`src/rtl/icache_fill_ctrl.sv`:
```
// Instruction-cache fill controller.
// Holds tag/valid metadata for 64 direct-mapped lines of 16 bytes each.
// Answers fetch lookups combinationally while idle.
// On a miss it streams the 8 halfwords of the line from main memory into the
// external instruction data array, then commits the tag in one extra cycle.
module icache_fill_ctrl (
    input  logic        clk,
    input  logic        rst,
    input  logic        fetch_req,
    input  logic [15:0] fetch_addr,
    input  logic        flush,
    output logic        stall,
    output logic        hit,
    output logic        busy,
    input  logic        mem_grant,
    output logic        mem_enable,
    output logic [15:0] mem_addr,
    input  logic        mem_data_valid,
    input  logic [15:0] mem_data_in,
    output logic        da_write,
    output logic [5:0]  da_block,
    output logic [2:0]  da_word,
    output logic [15:0] da_data
);

    typedef enum logic [1:0] {
        ST_IDLE  = 2'd0,
        ST_FILL  = 2'd1,
        ST_WRTAG = 2'd2
    } state_t;

    localparam int NUM_LINES = 64;

    // Architectural state
    state_t      r_state;
    logic [63:0] r_valid;
    logic [5:0]  r_tag [0:NUM_LINES-1];
    logic [11:0] r_miss_block;
    logic [3:0]  r_req_cnt;
    logic [3:0]  r_rsp_cnt;
    logic        r_flush_pend;

    // Combinational decode
    state_t      w_state_next;
    logic [5:0]  w_fetch_tag;
    logic [5:0]  w_fetch_index;
    logic [5:0]  w_miss_index;
    logic [5:0]  w_miss_tag;
    logic        w_lookup_hit;
    logic        w_hit;
    logic        w_stall;
    logic        w_busy;
    logic        w_mem_en;
    logic        w_da_write;
    logic        w_latch_miss;
    logic        w_flush_all;
    logic        w_wr_tag;
    logic        w_wr_valid;
    logic        w_last_rsp;
    logic [63:0] w_valid_next;
    logic        w_unused;

    // The word offset and byte bit of the fetch address do not affect lookup.
    assign w_unused = ^fetch_addr[3:0];

    assign w_fetch_tag   = fetch_addr[15:10];
    assign w_fetch_index = fetch_addr[9:4];
    assign w_miss_index  = r_miss_block[5:0];
    assign w_miss_tag    = r_miss_block[11:6];

    // Tag compare against the line selected by the current fetch address.
    assign w_lookup_hit = fetch_req & r_valid[w_fetch_index]
                        & (r_tag[w_fetch_index] == w_fetch_tag);

    // The eighth response closes the fill; rsp_cnt never advances past 7.
    assign w_last_rsp = mem_data_valid & (r_rsp_cnt == 4'd7);

    // A flush arriving during the commit cycle must still keep the new line
    // invalid, so the live flush input is folded in with the pending flag.
    assign w_wr_valid = ~(r_flush_pend | flush);

    // Next-state and per-state output decode.
    always_comb begin
        w_state_next = r_state;
        w_hit        = 1'b0;
        w_stall      = 1'b0;
        w_busy       = 1'b0;
        w_mem_en     = 1'b0;
        w_da_write   = 1'b0;
        w_latch_miss = 1'b0;
        w_flush_all  = 1'b0;
        w_wr_tag     = 1'b0;
        case (r_state)
            ST_IDLE: begin
                w_hit       = w_lookup_hit;
                w_stall     = fetch_req & ~w_lookup_hit;
                w_flush_all = flush | r_flush_pend;
                if (fetch_req && !w_lookup_hit) begin
                    w_latch_miss = 1'b1;
                    w_state_next = ST_FILL;
                end
            end
            ST_FILL: begin
                w_stall    = 1'b1;
                w_busy     = 1'b1;
                w_mem_en   = ~r_req_cnt[3] & mem_grant;
                w_da_write = mem_data_valid;
                if (w_last_rsp) begin
                    w_state_next = ST_WRTAG;
                end
            end
            ST_WRTAG: begin
                w_stall      = 1'b1;
                w_busy       = 1'b1;
                w_wr_tag     = 1'b1;
                w_state_next = ST_IDLE;
            end
            default: begin
                w_state_next = ST_IDLE;
            end
        endcase
    end

    // Per-line valid update: global invalidate wins, otherwise the committing
    // line takes its new valid value and every other line holds.
    generate
        for (genvar gi = 0; gi < NUM_LINES; gi++) begin : g_valid
            assign w_valid_next[gi] =
                w_flush_all ? 1'b0 :
                (w_wr_tag && (w_miss_index == 6'(gi))) ? w_wr_valid :
                r_valid[gi];
        end
    endgenerate

    // State register.
    always_ff @(posedge clk or posedge rst) begin
        if (rst) begin
            r_state <= ST_IDLE;
        end else begin
            r_state <= w_state_next;
        end
    end

    // Valid bits; cleared by reset so an abandoned fill never leaves a live line.
    always_ff @(posedge clk or posedge rst) begin
        if (rst) begin
            r_valid <= '0;
        end else begin
            r_valid <= w_valid_next;
        end
    end

    // Tag store; contents are meaningless while the matching valid bit is 0.
    always_ff @(posedge clk) begin
        if (w_wr_tag) begin
            r_tag[w_miss_index] <= w_miss_tag;
        end
    end

    // Miss block latch plus request and response counters for the active fill.
    always_ff @(posedge clk or posedge rst) begin
        if (rst) begin
            r_miss_block <= '0;
            r_req_cnt    <= '0;
            r_rsp_cnt    <= '0;
        end else if (w_latch_miss) begin
            r_miss_block <= fetch_addr[15:4];
            r_req_cnt    <= '0;
            r_rsp_cnt    <= '0;
        end else if (r_state == ST_FILL) begin
            if (w_mem_en) begin
                r_req_cnt <= r_req_cnt + 4'd1;
            end
            if (mem_data_valid && !w_last_rsp) begin
                r_rsp_cnt <= r_rsp_cnt + 4'd1;
            end
        end
    end

    // Flush requests seen mid-fill are remembered until the next idle cycle.
    always_ff @(posedge clk or posedge rst) begin
        if (rst) begin
            r_flush_pend <= 1'b0;
        end else if (r_state == ST_IDLE) begin
            r_flush_pend <= 1'b0;
        end else if (flush) begin
            r_flush_pend <= 1'b1;
        end
    end

    // Outputs are forced quiet for as long as reset is held.
    assign hit        = w_hit & ~rst;
    assign stall      = w_stall & ~rst;
    assign busy       = w_busy & ~rst;
    assign mem_enable = w_mem_en & ~rst;
    assign da_write   = w_da_write & ~rst;
    assign mem_addr   = {r_miss_block, r_req_cnt[2:0], 1'b0};
    assign da_block   = w_miss_index;
    assign da_word    = r_rsp_cnt[2:0];
    assign da_data    = mem_data_in;

endmodule

```
`config.mk`:
```
export PLATFORM = sky130hd
export DESIGN_NAME = icache_fill_ctrl
export DESIGN_NICKNAME = d
export VERILOG_FILES = /design/src/rtl/icache_fill_ctrl.sv
export SDC_FILE = /design/constraint.sdc
export NUM_CORES = 1
export LEC_CHECK = 0
export ABC_CLOCK_PERIOD_IN_PS = 7150
export CORE_ASPECT_RATIO = 0.9
export CORE_MARGIN = 1
export CORE_UTILIZATION = 27
export DETAILED_ROUTE_END_ITERATION = 10
export PLACE_DENSITY_LB_ADDON = 0.3
export SETUP_SLACK_MARGIN = 0.3
export SYNTH_ARGS = -nofsm -noshare
export SYNTH_HDL_FRONTEND = slang
export SYNTH_SLANG_ARGS = --single-unit
```
`constraint.sdc`:
```
create_clock -name clk -period 7.15 [get_ports clk]
set_clock_uncertainty 0.2 [all_clocks]
set_input_delay 1.7875 -clock clk [delete_from_list [all_inputs] [get_ports clk]]
set_output_delay 1.7875 -clock clk [all_outputs]
set_load 0.005 [all_outputs]
```
==> metrics.yaml <==
status:
  outcome: "finished, violations left"
  violations: "design-rule violations"
placement:
  place_hpwl_um: 34500
  place_ws_ns: -0.211
  place_area_um2: 21900
  gp_congestion: 0.848
  port_buffers: 46
clock_network:
  clock_sinks: 471
  cts_tree: "yes"
  cts_buffer_depth: 3
  cts_buffers: 48
  clock_latency_ns: 0.60
  ctsHoldBuffers: 0
  clockRootBuffer: "clkbuf_16"
  path_clk_slew_ns: 0.06
  htree_levels: 2
timing:
  whs_ns: 0.290
  finalCritPeriodShare: 0.945
  setup_slack_ns: 0.392
  worstMarginPinSlew_ns: 1.31
  setup_viol: 0
  post-route-min-period_ns: 6.76
  slew_viol_final: 0
  fin_setup_tns_ns: 0
  max_freq_mhz: 148
  final_hold_viol_count: 0
  rsz0062_at_grt: "false"
  timing.slew.headroom: 0.123
layout:
  final_cell_mix: "edfxtp_1 (384), buf_4 (119), nor2_1 (107)"
  final_area_um2: 23900
  nets: 1344
  fillers: 6969
  area_growth_pct: 20.1
  n_antenna_cell: 0
  ff_latch_area_um2: 13700
  drive_gt1_frac: 0.265
  final_common_cell: "edfxtp_1"
  multiInputGateArea_um2: 5680
die:
  core_um2: 72100
  initial_core_util: 0.275
  num_io_pins: 84
  dieArea_um2: 74700
  dieWidth_um: 288
  fp.dieH_um: 259
  std_cell_rows: 93
synth:
  ys_ff_latch: 471
  syn_nets: 1217
  synth_area_per_cell_um2: 16.9
  yosys_warnings: 0
  yosysTopAreaCellShare: 0.580
  ys_seq_area_frac: 0.690
  yosys-top-cells-area: "edfxtp_1 (58%), dfrtp_1 (11%), mux4_2 (9.4%)"
  ys.flop_type: "edfxtp_1"
  yosysTopAreaCell: "edfxtp_1"
  ys_types: 59
  postSynthCellCount: 1173
  synth_edf_count: 384
  synthArstFlopShare: 0.185
  syn_area_um2: 19900
worst_setup_path:
  required_ns: 5.16
  crit_type: "primary input to primary output"
  path_max_fanout: 7
  startpoint_type: "primary input"
  r2r-end: "r_miss_block[8]"
  endpoint: "hit"
  arrival_ns: 4.77
  end_kind: "primary output"
  rr_worst_depth: 11
  regToRegStartpoint: "r_tag[4][0]"
  rrSetupSlack_ns: 3.52
  startpoint: "fetch_addr[4]"
grt:
  grt_antenna_before_repair: 1
  gr-total-overflow: 0
  grt_max_degree: 73
  grt_pass1_vias: 11300
  grtUsageTotal: 0.147
  grt_pass1_wl_um: 79500
routing:
  route.detailed.drc: 12
  ant_nets: 0
  drt_iter0_drc: 1309
  vias: 11300
  via_per_inst: 4.94
  first_pass_iters: 10
  wl_per_cell_um: 23.8
  finalWirelength_um: 54500
flow_run:
  drv_cap: 0
min_path:
  worst_hold_path_type: "flip-flop to flip-flop"
  min_path_cells: 2
power:
  p_total_uw: 7580
  power.density_nw_per_um2: 318
  ir_drop_mv: 0.183
  total_leakage_power_uw: 0.00849
## synth_stat cells, types with 10 or more instances
master	n
edfxtp_1	384
nor2_1	108
dfrtp_1	87
mux4_2	83
o22a_1	65
mux2i_1	50
nor3_1	47
clkbuf_1	41
buf_4	35
nand2_1	28
a22oi_1	27
buf_2	20
nand2b_1	16
nand3_1	12
a211oi_1	11
mux2_2	11
mux2_4	11
nor2b_1	10
## where the power goes
part | total [uW] | switching (uW) | internal [uW] | leakage (uW)
logic | 1440 | 893 | 544 | 0.00313
clock network | 2440 | 1070 | 1380 | 0.000725
registers | 3700 | 257 | 3440 | 0.00463
total | 7580 | 2220 | 5360 | 0.00849
## layer usage
layer | share of wire | GRT usage
met1 | 0.48 | 0.220
met5 | 0 | 0
met3 | 0.065 | 0.0239
met2 | 0.44 | 0.218
met4 | 0.019 | 0.0388
## critical path, cell delays in order
cell and delay [ns]:
buf_16 0.15, buf_12 0.15, mux4_2 0.53, a22o_4 0.29, a31oi_2 0.19, o211ai_1 0.14
xor2_1 0.18, o41ai_4 0.33, buf_4 0.19, nand3_2 0.10, nor3b_2 0.17, clkdlybuf4s50_1 0.53
## area by class of cell
class                   instances  area share
flip-flops and latches        471       0.575
inverters                       7     0.00136
multi-input cells             590       0.238
repair buffers                182      0.0726
clock inverters                22     0.00897
clock buffers                  66      0.0540
well taps                     950      0.0498
## kinds of logic (layout without fill, tap and decap cells)
family / Yosys count / count (layout) / share of synthesized area
buffers and inverters: 112 / 277 / 0.0326
AOI/OAI and AO/OA: 151 / 151 / 0.0626
muxes: 163 / 163 / 0.144
other: 1 / 1 / 0.000189
adders and majority gates: 6 / 6 / 0.00378
xor gates and xnor gates: 11 / 11 / 0.00485
DFF: 471 / 471 / 0.690
and+or+nand+nor: 258 / 258 / 0.0617
## repair_timing
action	CTS	global route
buffers inserted	5	7
setup endpoints to repair	2	1
pin swaps	5	3
gates cloned	3	0
resized for setup	42	9
## worst min-delay path by stage
| stage | slack (ns) | from | to |
|---|---|---|---|
| 2_1_floorplan | 0.26 | r_req_cnt[3] | r_req_cnt[3] |
| 3_3_place_gp | 0.28 | r_valid[44] | r_valid[44] |
| 3_5_place_dp | 0.28 | r_req_cnt[3] | r_req_cnt[3] |
| 4_1_cts | 0.30 | r_req_cnt[3] | r_req_cnt[3] |
| 5_1_grt | 0.32 | r_valid[55] | r_valid[55] |
| 6_report | 0.29 | r_req_cnt[3] | r_req_cnt[3] |
## flip-flops by register name, indices dropped and copies added, names as in the netlist
name,cells
r_tag,384
r_miss_block,12
r_valid,64
r_flush_pend,1
r_state,2
r_req_cnt,4
r_rsp_cnt,4
## stage by stage
stage / util / cells
6_report: 0.331 / 2288
5_1_grt: 0.331 / 2288
4_1_cts: 0.329 / 2281
3_5_place_dp: 0.304 / 2185
3_3_place_gp: 0.304 / 2185
2_1_floorplan: - / 1173
Power figures use the tool's default switching activity.
